**src/rtl/cache_fill_ctrl_if.sv**
```systemverilog
// cache_fill_ctrl_if: miss, memory-read and cache-fill signals of cache_fill_ctrl
interface cache_fill_ctrl_if #(
  parameter int ARCH_WIDTH = 16,
  parameter int BLOCK_WORDS = 8
);
  localparam int OW = $clog2(BLOCK_WORDS);
  logic ic_miss;
  logic [ARCH_WIDTH-1:0] ic_miss_addr;
  logic dc_miss;
  logic [ARCH_WIDTH-1:0] dc_miss_addr;
  logic mem_en;
  logic [ARCH_WIDTH-1:0] mem_addr;
  logic mem_rvalid;
  logic [ARCH_WIDTH-1:0] mem_rdata;
  logic fill_we;
  logic [OW-1:0] fill_word;
  logic [ARCH_WIDTH-1:0] fill_data;
  logic fill_sel;
  logic fill_done;
  logic ic_req;
  logic ic_hit;
  modport master (
    input ic_miss, ic_miss_addr, dc_miss, dc_miss_addr, mem_rvalid, mem_rdata,
    output mem_en, mem_addr, fill_we, fill_word, fill_data, fill_sel, fill_done, ic_req, ic_hit
  );
  modport slave (
    output ic_miss, ic_miss_addr, dc_miss, dc_miss_addr, mem_rvalid, mem_rdata,
    input mem_en, mem_addr, fill_we, fill_word, fill_data, fill_sel, fill_done, ic_req, ic_hit
  );
endinterface

```
**src/rtl/cache_fill_ctrl.sv**
```systemverilog
// cache_fill_ctrl: I/D block-fill FSM with D-cache priority; CRIT_WORD_FIRST_EN starts the fill at the missed word
module cache_fill_ctrl #(
  parameter int ARCH_WIDTH = 16,
  parameter int BLOCK_WORDS = 8
) (
  input logic clk,
  input logic rst,
  cache_fill_ctrl_if.master bus
);
  localparam int OW = $clog2(BLOCK_WORDS);
  localparam logic [OW:0] NW = (OW + 1)'(BLOCK_WORDS);
  localparam logic [OW:0] NW_M1 = (OW + 1)'(BLOCK_WORDS - 1);
  localparam logic [ARCH_WIDTH-1:0] LOW = ARCH_WIDTH'((1 << (OW + 1)) - 1);
  typedef enum logic [1:0] {IDLE, ISSUE, DRAIN, DONE} state_t;
  state_t state_q, state_d;
  logic [ARCH_WIDTH-1:0] addr_q, addr_d, mem_addr_q, mem_addr_d, miss_addr;
  logic [OW-1:0] iss_idx_q, iss_idx_d, rcv_idx_q, rcv_idx_d, start;
  logic [OW:0] iss_cnt_q, iss_cnt_d, rcv_cnt_q, rcv_cnt_d;
  logic mem_en_q, mem_en_d, fill_sel_q, fill_sel_d, fill_done_q, fill_done_d;
  logic ic_req_q, ic_req_d, ic_hit_q, ic_hit_d;
  logic accept, issuing, rx, last_rx;
  function automatic logic [ARCH_WIDTH-1:0] word_addr(input logic [ARCH_WIDTH-1:0] a, input logic [OW-1:0] i);
    return (a & ~LOW) | ARCH_WIDTH'({i, 1'b0});
  endfunction
  assign miss_addr = bus.dc_miss ? bus.dc_miss_addr : bus.ic_miss_addr;
`ifdef CRIT_WORD_FIRST_EN
  assign start = miss_addr[OW:1];
`else
  assign start = '0;
`endif
  assign accept = state_q == IDLE && (bus.dc_miss || bus.ic_miss);
  assign issuing = state_q == ISSUE && iss_cnt_q != NW;
  assign rx = rst && bus.mem_rvalid && (state_q == ISSUE || state_q == DRAIN);
  assign last_rx = rx && rcv_cnt_q == NW_M1;
  always_comb begin
    state_d = last_rx ? DONE : state_q == DONE ? IDLE : accept ? ISSUE :
              (state_q == ISSUE && !issuing) ? DRAIN : state_q;
    addr_d = accept ? miss_addr : addr_q;
    fill_sel_d = accept ? bus.dc_miss : fill_sel_q;
    mem_en_d = accept || issuing;
    mem_addr_d = accept ? word_addr(miss_addr, start) : issuing ? word_addr(addr_q, iss_idx_q) : '0;
    iss_idx_d = accept ? start + OW'(1) : issuing ? iss_idx_q + OW'(1) : iss_idx_q;
    iss_cnt_d = accept ? (OW + 1)'(1) : issuing ? iss_cnt_q + (OW + 1)'(1) : iss_cnt_q;
    rcv_idx_d = accept ? start : rx ? rcv_idx_q + OW'(1) : rcv_idx_q;
    rcv_cnt_d = accept ? '0 : rx ? rcv_cnt_q + (OW + 1)'(1) : rcv_cnt_q;
    fill_done_d = last_rx;
    ic_req_d = state_q == IDLE && !(bus.ic_miss && bus.dc_miss);
    ic_hit_d = state_q == IDLE && !bus.ic_miss;
  end
  always_ff @(posedge clk) begin
    if (!rst) begin
      state_q <= IDLE;
      addr_q <= '0;
      fill_sel_q <= 1'b0;
      mem_en_q <= 1'b0;
      mem_addr_q <= '0;
      iss_idx_q <= '0;
      iss_cnt_q <= '0;
      rcv_idx_q <= '0;
      rcv_cnt_q <= '0;
      fill_done_q <= 1'b0;
      ic_req_q <= 1'b0;
      ic_hit_q <= 1'b0;
    end else begin
      state_q <= state_d;
      addr_q <= addr_d;
      fill_sel_q <= fill_sel_d;
      mem_en_q <= mem_en_d;
      mem_addr_q <= mem_addr_d;
      iss_idx_q <= iss_idx_d;
      iss_cnt_q <= iss_cnt_d;
      rcv_idx_q <= rcv_idx_d;
      rcv_cnt_q <= rcv_cnt_d;
      fill_done_q <= fill_done_d;
      ic_req_q <= ic_req_d;
      ic_hit_q <= ic_hit_d;
    end
  end
  assign bus.mem_en = mem_en_q;
  assign bus.mem_addr = mem_addr_q;
  assign bus.fill_we = rx;
  assign bus.fill_word = rcv_idx_q;
  assign bus.fill_data = rst ? bus.mem_rdata : '0;
  assign bus.fill_sel = fill_sel_q;
  assign bus.fill_done = fill_done_q;
  assign bus.ic_req = ic_req_q;
  assign bus.ic_hit = ic_hit_q;
endmodule

```
**src/flat_wrapper.sv**
```systemverilog
// flat-port wrapper written by rule: the top's interface ports become plain ports
module cache_fill_ctrl_flat 
#(
  parameter int ARCH_WIDTH = 16,
  parameter int BLOCK_WORDS = 8
)
  (clk, rst, bus_ic_miss, bus_ic_miss_addr, bus_dc_miss, bus_dc_miss_addr, bus_mem_rvalid, bus_mem_rdata, bus_mem_en, bus_mem_addr, bus_fill_we, bus_fill_word, bus_fill_data, bus_fill_sel, bus_fill_done, bus_ic_req, bus_ic_hit);
  cache_fill_ctrl_if #(.ARCH_WIDTH(ARCH_WIDTH), .BLOCK_WORDS(BLOCK_WORDS)) bus_i ();
  input logic clk;
  input logic rst;
  input wire logic [$bits(bus_i.ic_miss)-1:0] bus_ic_miss;
  input wire logic [$bits(bus_i.ic_miss_addr)-1:0] bus_ic_miss_addr;
  input wire logic [$bits(bus_i.dc_miss)-1:0] bus_dc_miss;
  input wire logic [$bits(bus_i.dc_miss_addr)-1:0] bus_dc_miss_addr;
  input wire logic [$bits(bus_i.mem_rvalid)-1:0] bus_mem_rvalid;
  input wire logic [$bits(bus_i.mem_rdata)-1:0] bus_mem_rdata;
  output wire logic [$bits(bus_i.mem_en)-1:0] bus_mem_en;
  output wire logic [$bits(bus_i.mem_addr)-1:0] bus_mem_addr;
  output wire logic [$bits(bus_i.fill_we)-1:0] bus_fill_we;
  output wire logic [$bits(bus_i.fill_word)-1:0] bus_fill_word;
  output wire logic [$bits(bus_i.fill_data)-1:0] bus_fill_data;
  output wire logic [$bits(bus_i.fill_sel)-1:0] bus_fill_sel;
  output wire logic [$bits(bus_i.fill_done)-1:0] bus_fill_done;
  output wire logic [$bits(bus_i.ic_req)-1:0] bus_ic_req;
  output wire logic [$bits(bus_i.ic_hit)-1:0] bus_ic_hit;
  assign bus_i.ic_miss = bus_ic_miss;
  assign bus_i.ic_miss_addr = bus_ic_miss_addr;
  assign bus_i.dc_miss = bus_dc_miss;
  assign bus_i.dc_miss_addr = bus_dc_miss_addr;
  assign bus_i.mem_rvalid = bus_mem_rvalid;
  assign bus_i.mem_rdata = bus_mem_rdata;
  assign bus_mem_en = bus_i.mem_en;
  assign bus_mem_addr = bus_i.mem_addr;
  assign bus_fill_we = bus_i.fill_we;
  assign bus_fill_word = bus_i.fill_word;
  assign bus_fill_data = bus_i.fill_data;
  assign bus_fill_sel = bus_i.fill_sel;
  assign bus_fill_done = bus_i.fill_done;
  assign bus_ic_req = bus_i.ic_req;
  assign bus_ic_hit = bus_i.ic_hit;
  cache_fill_ctrl #(.ARCH_WIDTH(ARCH_WIDTH), .BLOCK_WORDS(BLOCK_WORDS)) u_core (.clk(clk), .rst(rst), .bus(bus_i));
endmodule
```
**config.mk**
```make
export PLATFORM = sky130hd
export DESIGN_NAME = cache_fill_ctrl_flat
export DESIGN_NICKNAME = d
export VERILOG_FILES = /design/src/rtl/cache_fill_ctrl_if.sv /design/src/rtl/cache_fill_ctrl.sv /design/src/flat_wrapper.sv
export SDC_FILE = /design/constraint.sdc
export NUM_CORES = 1
export LEC_CHECK = 0
export CAP_MARGIN = 20
export CORE_MARGIN = 5
export CORE_UTILIZATION = 42
export DETAILED_ROUTE_END_ITERATION = 12
export GPL_TIMING_DRIVEN = 0
export PLACE_DENSITY_LB_ADDON = 0.1
export SYNTH_ARGS = -nofsm -noshare
export SYNTH_HDL_FRONTEND = slang
export SYNTH_SLANG_ARGS = --single-unit
```
**constraint.sdc**
```tcl
create_clock -name clk -period 1.75 [get_ports clk]
set_input_delay 0.35 -clock clk [delete_from_list [all_inputs] [get_ports clk]]
set_output_delay 0.35 -clock clk [all_outputs]
set_load 0.01 [all_outputs]
```
==> flow_summary.ini, run 1 <==
[route]
num_vias = 2070
drc = 0
ant_nets = 0
vias_per_cell = 4.988
wl_microns = 5763
first_pass_iters = 4
initialDrtViolationCount = 117
wl_per_cell_microns = 13.89

[grt]
antenna_found_initial = 0
grt_max_degree = 17
overflow = 0
grt_pass1_vias = 2036
track_usage_pct = 17.25
grt_pass1_wl_microns = 9190

[logic_synthesis]
netlist_instances = 241
yosysUniqueCellTypes = 33
avgSynthCellArea_sq_um = 9.075
ys_ff_latch = 48
syn_area_sq_um = 2187
synth_nets = 302
yosysTopAreaCell = dfxtp_1
yosys-top-cells-area = dfxtp_1 (44%), mux2_2 (6.2%), nand2_1 (5.5%)
yosys_warnings = 0
yosysSeqAreaShare_pct = 43.94
synth_top_area_share_pct = 43.94

[die]
core_area_sq_um = 5075
start_util_pct = 43.10
die_height_microns = 82.16
die-area_sq_um = 6750
rows = 26
ios = 94
die_w_microns = 82.16

[timing]
hold_ws_ns = 0.4625
slew_violations = 0
period_minus_slack_ns = 1.662
finalSetupViolations = 0
layout_setup_ws_ns = 0.08778
finalHoldViolations = 0
fmax_ghz = 0.6016
finClkSkew_ns = 0.01231
timing.final.crit_share_pct = 94.98
rsz0062_at_grt = no

[pwr]
clkPwrFrac_pct = 27.8
vdd_ir_drop_max_uv = 452.3
p_sw_mw = 0.6495
pwr-share-comb_pct = 22.2
intPower_mw = 1.739
switching_share_pct = 27.20
p_seq_share_pct = 50.0
powerDensity_nw_per_um2 = 713.5
leakage_nw = 1.326

[final_layout]
n_antenna_cell = 0
area_growth_pct = 53.03
fin_nets = 405
drive_gt1_share_pct = 17.97
utilization_pct = 65.95
fill_cells = 427
finalNonFillerCells = 415
fin_area_sq_um = 3347

[min_path]
hold_depth = 2
hold_class = register to register
hp-start = u_core.addr_q[15]$_SDFFE_PN0P_

[setup_path]
worstSetupStartpointType = input pin
crit_fanout = 10
cp_num_buf_inv = 3
cp_data_required_time_ns = 1.92
max_stage_delay_ns = 0.64
crit_path_start = bus_ic_miss
cp_top_family = buffers and inverters
cp_cell_sequence = clkdlybuf4s50_1, o21ai_4, buf_12, nand2_1, clkbuf_1, nor2_1
cpMaxStageDelayCell = clkdlybuf4s50_1
reg2reg_depth = 10
reg2reg_from = u_core.state_q[0]$_SDFFE_PN0P_
end_kind = register
crit_arrival_ns = 1.83
worst-setup-path-type = input pin to register
crit_cells = 6

[place]
placed_cell_area_sq_um = 3105
dpl_worst_slack_ns = -0.6618
port_buffers = 83
dp_cells = 394
place.detailed.hpwl_microns = 4074
gp_congestion = 0.7464

[cts]
cts_hold_buf = 0
clkLatencyLatePin_ns = 0.30
path_clk_slew_ns = 0.09
clock_sink_count = 48
clockBufferDepth = 2
cts_root_buffer = clkbuf_8
cts_made_buffers = 5
ctsHtreeMaxLevel = 2
cts_tree = done

[flow_run]
cap_violations = 0

[outcome]
status = finished clean
-- path summary, 6_finish.rpt --
check	slack [ns]	to
worst max-delay path	0.09	u_core.rcv_cnt_q[2]$_SDFFE_PP0P_
worst min-delay path	0.46	u_core.addr_q[15]$_SDFFE_PN0P_
worst max register to register	0.10	u_core.state_q[0]$_SDFFE_PN0P_
worst min register to register	0.46	u_core.addr_q[15]$_SDFFE_PN0P_
-- worst min-delay path, cell delays in order (launching register included) --
cell and delay [ns]:
dfxtp_1 0.32, nand2_1 0.05, a21boi_1 0.05
-- per-layer routing --
layer	routed length [microns]	vias to the layer above	global-route usage, %
met4	33	0	4.319
met2	2575	87	28.27
met5	0	-	0
met3	646	2	6.725
met1	2507	941	21.19
li1	-	1040	-
-- final cells by class --
class                   instances  area (sq um)  share of cell area (%)
plain buffers                  17         117.6                   3.514
clock buffers                   5         68.82                   2.056
clock inverters                 3         23.77                  0.7103
inverters                       7         26.28                  0.7850
multi-input cells             169          1134                   33.87
flip-flops and latches         48         963.4                   28.79
well taps                      70         87.58                   2.617
repair buffers                 96         925.9                   27.66
-- cell families (layout without fill, tap and decap cells) --
| family | Yosys count | after routing | share of synthesized area (%) |
|---|---|---|---|
| flip-flops | 48 | 48 | 43.94 |
| other | 1 | 1 | 0.1715 |
| multiplexers | 12 | 12 | 6.179 |
| buffers and inverters | 24 | 128 | 5.378 |
| AND/OR/NAND/NOR | 98 | 98 | 23.46 |
| AO/OA/AOI/OAI | 45 | 45 | 14.30 |
| XOR/XNOR | 5 | 5 | 2.002 |
| adder cells (fa/ha/maj) | 8 | 8 | 4.577 |
-- cells in the final DEF (no fill, tap or decap), types with 8 or more instances in the layout --
cell type and n:
nand2_1 32, nor2_1 8, a21oi_1 9, nand3_1 9
clkdlybuf4s50_1 64, a21boi_1 9, and2_1 17, a21boi_0 15
buf_2 8, dfxtp_1 46, mux2_2 12, buf_4 16
nand4_1 18
-- per-stage QoR --
step	total power [mW]	setup TNS, ns
2_1_floorplan	1.454	0
4_1_cts	2.385	0
6_report	2.388	0
3_5_place_dp	1.712	-13.13
5_1_grt	2.512	0
3_3_place_gp	1.702	-12.94
-- Yosys cell counts --
library cell and n:
nor2_1 8, o21ai_4 1, buf_2 4, nand4b_1 3
a21boi_0 15, buf_6 1, o21ai_0 5, nand3b_1 1
and3_1 3, nand2b_1 1, o31ai_1 1, and2b_1 1
a32oi_1 1, o211ai_1 1, xor2_1 5, clkbuf_1 8
nand2_1 32, nor2b_1 1, nand3_1 10, dfxtp_1 48
ha_1 8, and3b_1 1, a21boi_1 9, a21oi_1 9
and2_1 17, conb_1 1, nand4_1 18, or3_1 2
o21a_1 2, inv_1 7, buf_4 4, a22oi_1 1
mux2_2 12
-- sequential cells by signal (all words and copies together) (netlist names), 2 cells and up --
name / cells
u_core.bus.mem_addr: 15
u_core.rcv_cnt_q: 4
u_core.bus.fill_word: 3
u_core.addr_q: 12
u_core.iss_cnt_q: 4
u_core.iss_idx_q: 3
u_core.state_q: 2
-- power groups by stage --
stage | clock [mW] | sequential (mW) | combinational (mW)
CTS | 0.679 | 1.19 | 0.513
global route | 0.730 | 1.20 | 0.580
finish | 0.665 | 1.19 | 0.530
floorplan | 0 | 1.23 | 0.227
detailed placement | 0 | 1.22 | 0.493
global placement | 0 | 1.22 | 0.486
-- timing repair --
| action | in CTS | in global routing |
|---|---|---|
| setup endpoints to repair | 18 | 5 |
| pin swaps | 1 | 2 |
| setup buffers | 10 | 3 |
| gates resized for setup | 62 | 5 |
Note: power is estimated with default switching activity, not from simulation.
==> run 2: changes to the inputs <==
Settings changed: CORE_MARGIN 5 to not set.
==> flow_summary.ini, run 2 (same netlist as run 1, synthesis figures left out) <==
[setup_path]
worstSetupStartpointType = register
reg2reg_depth = 6
crit_fanout = 3
crit_arrival_ns = 1.34
worst-setup-path-type = register to output port
end_kind = output port
cp_data_required_time_ns = 1.40

[final_layout]
fin_nets = 406
final_cell_mix = clkdlybuf4s50_1 (64), dfxtp_1 (46), nand2_1 (32), buf_4 (18), nand4_1 (18)
largest_register_ffs = 15
drive_gt1_share_pct = 18.21
fin_area_sq_um = 3367
layout_commonest_cell = clkdlybuf4s50_1
n_antenna_cell = 0
multi_input_area_sq_um = 1134
regArea_sq_um = 963.4
area_growth_pct = 53.95
fill_cells = 420
finalNonFillerCells = 413

[pwr]
powerDensity_nw_per_um2 = 709.5
leakage_nw = 1.325
p_total_mw = 2.389
vdd_ir_drop_max_uv = 407.5

[timing]
slew_violations = 0
finalHoldViolations = 0
timing.final.crit_share_pct = 96.59
finalSetupViolations = 0
period_minus_slack_ns = 1.690
fmax_ghz = 0.5916
finClkSkew_ns = 0.005319

[route]
wl_per_cell_microns = 13.26
drc = 0
wl_microns = 5478
num_vias = 2104
vias_per_cell = 5.094
ant_nets = 0
first_pass_iters = 6
initialDrtViolationCount = 60

[cts]
ctsHtreeMaxLevel = 2
clkLatencyLatePin_ns = 0.30
cts_root_buffer = clkbuf_8
path_clk_slew_ns = 0.08
cts_tree = done
cts_made_buffers = 5
cts_hold_buf = 0
clockBufferDepth = 2
clock_sink_count = 48

[grt]
antenna_found_initial = 0
track_usage_pct = 21.39
overflow = 0
grt_pass1_vias = 2012
grt_pass1_wl_microns = 8970
grt_max_degree = 14

[place]
place.detailed.hpwl_microns = 3661
gp_congestion = 0.7854
port_buffers = 83
placed_cell_area_sq_um = 3102
dp_cells = 391

[min_path]
hold_class = register to register
hold_depth = 2

[die]
die_height_microns = 74.16
ios = 94
core_area_sq_um = 4880
die_w_microns = 74.16
rows = 25
start_util_pct = 44.82
die-area_sq_um = 5500

[outcome]
status = finished clean

[flow_run]
cap_violations = 0
-- run 2: cell types whose count changed in the layout (fill, tap and decap cells not counted), sizes merged --
cell | previous run | this run
clkdlybuf4s15 | 12 | 17
clkinvlp | 2 | 0
buf | 27 | 23
clkbuf | 13 | 16
clkinv | 1 | 0
-- run 2: final timing paths --
| kind | startpoint | end | slack, ns |
|---|---|---|---|
| hold reg to reg | u_core.addr_q[15]$_SDFFE_PN0P_ | u_core.addr_q[15]$_SDFFE_PN0P_ | 0.46 |
| setup / recovery | u_core.state_q[1]$_SDFFE_PN0P_ | bus_fill_we | 0.06 |
| setup reg to reg | u_core.iss_cnt_q[0]$_SDFFE_PN0P_ | u_core.bus.mem_addr[11]$_SDFF_PN0_ | 0.09 |
| hold / removal | u_core.addr_q[15]$_SDFFE_PN0P_ | u_core.addr_q[15]$_SDFFE_PN0P_ | 0.46 |
-- run 2: per-layer routing --
layer	part of all wire [%]	track usage [%]	up-vias	wire, microns
met5	0	0	-	0
met4	1.1	9.615	0	61
met3	7.5	5.149	7	409
met2	47	36.16	86	2553
met1	45	25.73	974	2453
li1	-	-	1037	-
-- run 2: area by class of cell --
type                            count  share of cell area (%)
Multi-Input combinational cell    169                   33.67
Sequential cell                    48                   28.61
Timing Repair Buffer               97                   28.28
Buffer                             17                   3.493
Clock buffer                        8                   2.676
Tap cell                           67                   2.490
Inverter                            7                  0.7804
-- run 2: worst max-delay path: stages (launching register included) --
cell             delay (ns)
dfxtp_2                0.35
inv_2                  0.05
ha_4                   0.27
nand3_4                0.08
inv_2                  0.07
clkdlybuf4s15_2        0.21
-- run 2: repair_timing --
item | 4_1_cts | 5_1_grt
resized for setup | 58 | 6
pin swaps | 1 | 1
endpoints found under the hold margin | 0 | 0
endpoints found under the setup margin | 17 | 9
buffers inserted | 10 | 5
-- run 2: per-stage QoR --
step / setup WS (ns) / setup TNS (ns) / util [%] / hold WS (ns)
global placement: -0.6617 / -13.03 / 63.56 / 0.4407
floorplan: 0.3110 / 0 / - / 0.4224
CTS: 0.009022 / 0 / 68.08 / 0.4607
global route: -0.02510 / -0.05447 / 69.00 / 0.4752
detailed placement: -0.6865 / -14.18 / 63.56 / 0.4475
finish: 0.05973 / 0 / 69.00 / 0.4579
-- run 2: power by group --
| group | total [mW] | leakage (nW) | switching [mW] | internal (mW) |
|---|---|---|---|---|
| Combinational | 0.522 | 0.885 | 0.231 | 0.292 |
| Clock | 0.674 | 0.0455 | 0.351 | 0.323 |
| Sequential | 1.19 | 0.394 | 0.0345 | 1.16 |
| Total | 2.39 | 1.32 | 0.616 | 1.77 |
==> run 3: changes to the inputs <==
Settings changed: CORE_UTILIZATION 42 to 30.
==> flow_summary.ini, run 3 (same netlist as run 1, synthesis figures left out) <==
[outcome]
status = finished clean

[pwr]
powerDensity_nw_per_um2 = 705.7
switching_share_pct = 26.40
pwr-share-comb_pct = 21.7
clkPwrFrac_pct = 27.0
leakage_nw = 1.320
p_sw_mw = 0.6134
p_seq_share_pct = 51.4
vdd_ir_drop_max_uv = 394.1
intPower_mw = 1.711
p_total_mw = 2.324

[timing]
fmax_ghz = 0.5802
finClkSkew_ns = 0.005059
hold_ws_ns = 0.4570
period_minus_slack_ns = 1.724
layout_setup_ws_ns = 0.02633
finalSetupTns_ns = 0
rsz0062_at_grt = yes
slew_violations = 0
finalHoldViolations = 0
finalSetupViolations = 0
timing.final.crit_share_pct = 98.50

[setup_path]
end_kind = output port
worst-setup-path-type = register to output port
crit_fanout = 3
reg2reg_depth = 10
r2r_end = u_core.state_q[0]$_SDFFE_PN0P_
crit_arrival_ns = 1.37
cp_data_required_time_ns = 1.40
reg2reg_from = u_core.state_q[1]$_SDFFE_PN0P_
r2r_slack_ns = 0.13
worstSetupStartpointType = register

[route]
drc = 0
num_vias = 2029
wl_microns = 5494
first_pass_iters = 4
initialDrtViolationCount = 61
wl_per_cell_microns = 12.57
vias_per_cell = 4.643
ant_nets = 0

[cts]
cts_root_buffer = clkbuf_8
clkLatencyLatePin_ns = 0.30
clock_sink_count = 48
path_clk_slew_ns = 0.09
clockBufferDepth = 2
cts_made_buffers = 5
ctsHtreeMaxLevel = 2
cts_tree = done

[flow_run]
cap_violations = 0

[final_layout]
n_antenna_cell = 0
final_cell_mix = clkdlybuf4s50_1 (65), dfxtp_1 (46), nand2_1 (32), nand4_1 (18), and2_1 (17)
area_growth_pct = 50.57
utilization_pct = 47.68
finalNonFillerCells = 437
fin_area_sq_um = 3293
largest_register_ffs = 15
drive_gt1_share_pct = 16.13
layout_commonest_cell = clkdlybuf4s50_1
fin_nets = 402

[grt]
grt_pass1_vias = 2044
grt_max_degree = 14
overflow = 0
grt_pass1_wl_microns = 9273
track_usage_pct = 15.59
antenna_found_initial = 0

[place]
port_buffers = 83
dp_cells = 420
placed_cell_area_sq_um = 3138
dpl_worst_slack_ns = -0.6911
gp_congestion = 0.7297
place.detailed.hpwl_microns = 3892

[min_path]
hold_class = register to register
hp-start = u_core.addr_q[15]$_SDFFE_PN0P_
hold_path_end = u_core.addr_q[15]$_SDFFE_PN0P_
hold_depth = 2

[die]
die_height_microns = 87.39
die_w_microns = 87.39
ios = 94
die-area_sq_um = 7636
rows = 30
start_util_pct = 31.67
core_area_sq_um = 6907
## run 3: cell count changes in the layout (fill, tap and decap cells not counted), sizes merged
cell           delta
dlymetal6s2s      -1
clkinv            +1
buf               -3
clkbuf            +4
dlygate4sd2       +9
clkdlybuf4s50     +1
clkdlybuf4s15    -16
## run 3: worst max-delay path by stage
| stage | cells past startpoint | endpoint | from | slack [ns] |
|---|---|---|---|---|
| after floorplan | 6 | u_core.iss_idx_q[2]$_SDFFE_PP0N_ | u_core.iss_cnt_q[0]$_SDFFE_PN0P_ | 0.31 |
| after global placement | 5 | bus_fill_data[11] | rst | -0.70 |
| after CTS | 6 | bus_fill_data[15] | rst | 0.001 |
| after global routing | 5 | bus_fill_we | u_core.state_q[1]$_SDFFE_PN0P_ | -0.05 |
| final | 5 | bus_fill_we | u_core.state_q[1]$_SDFFE_PN0P_ | 0.03 |
| after detailed placement | 5 | bus_fill_data[15] | rst | -0.69 |
## run 3: area by class of cell
cell class | instances | area, sq um
Buffer | 17 | 118.9
Clock buffer | 6 | 72.57
Clock inverter | 1 | 5.005
Fill cell | 726 | 3613
Inverter | 7 | 26.28
Multi-Input combinational cell | 169 | 1127
Sequential cell | 48 | 963.4
Tap cell | 96 | 120.1
Timing Repair Buffer | 93 | 859.6
## run 3: routing by layer
| layer | global-route usage (%) | vias to the layer above | routed length [microns] |
|---|---|---|---|
| met5 | 0 | - | 0 |
| met4 | 4.024 | 0 | 52 |
| met3 | 3.791 | 6 | 315 |
| met2 | 26.78 | 66 | 2510 |
| met1 | 19.48 | 930 | 2616 |
| li1 | - | 1027 | - |
## run 3: timing repair
action,CTS,global route
resized for setup,41,10
setup buffers,10,0
endpoints found under the setup margin,18,10
pin swaps,1,0
hold buffers,0,0
## run 3: critical path, stage by stage (launching register included)
cell	delay, ns
dfxtp_2	0.34
inv_1	0.07
ha_4	0.28
nand3_2	0.10
inv_2	0.08
clkdlybuf4s15_2	0.21
## run 3: power by group through the flow
stage,Clock (mW),Combinational (mW),Sequential [mW]
5_1_grt,0.689,0.562,1.20
2_1_floorplan,0,0.227,1.23
3_3_place_gp,0,0.492,1.22
6_report,0.626,0.504,1.19
3_5_place_dp,0,0.494,1.22
4_1_cts,0.649,0.514,1.19
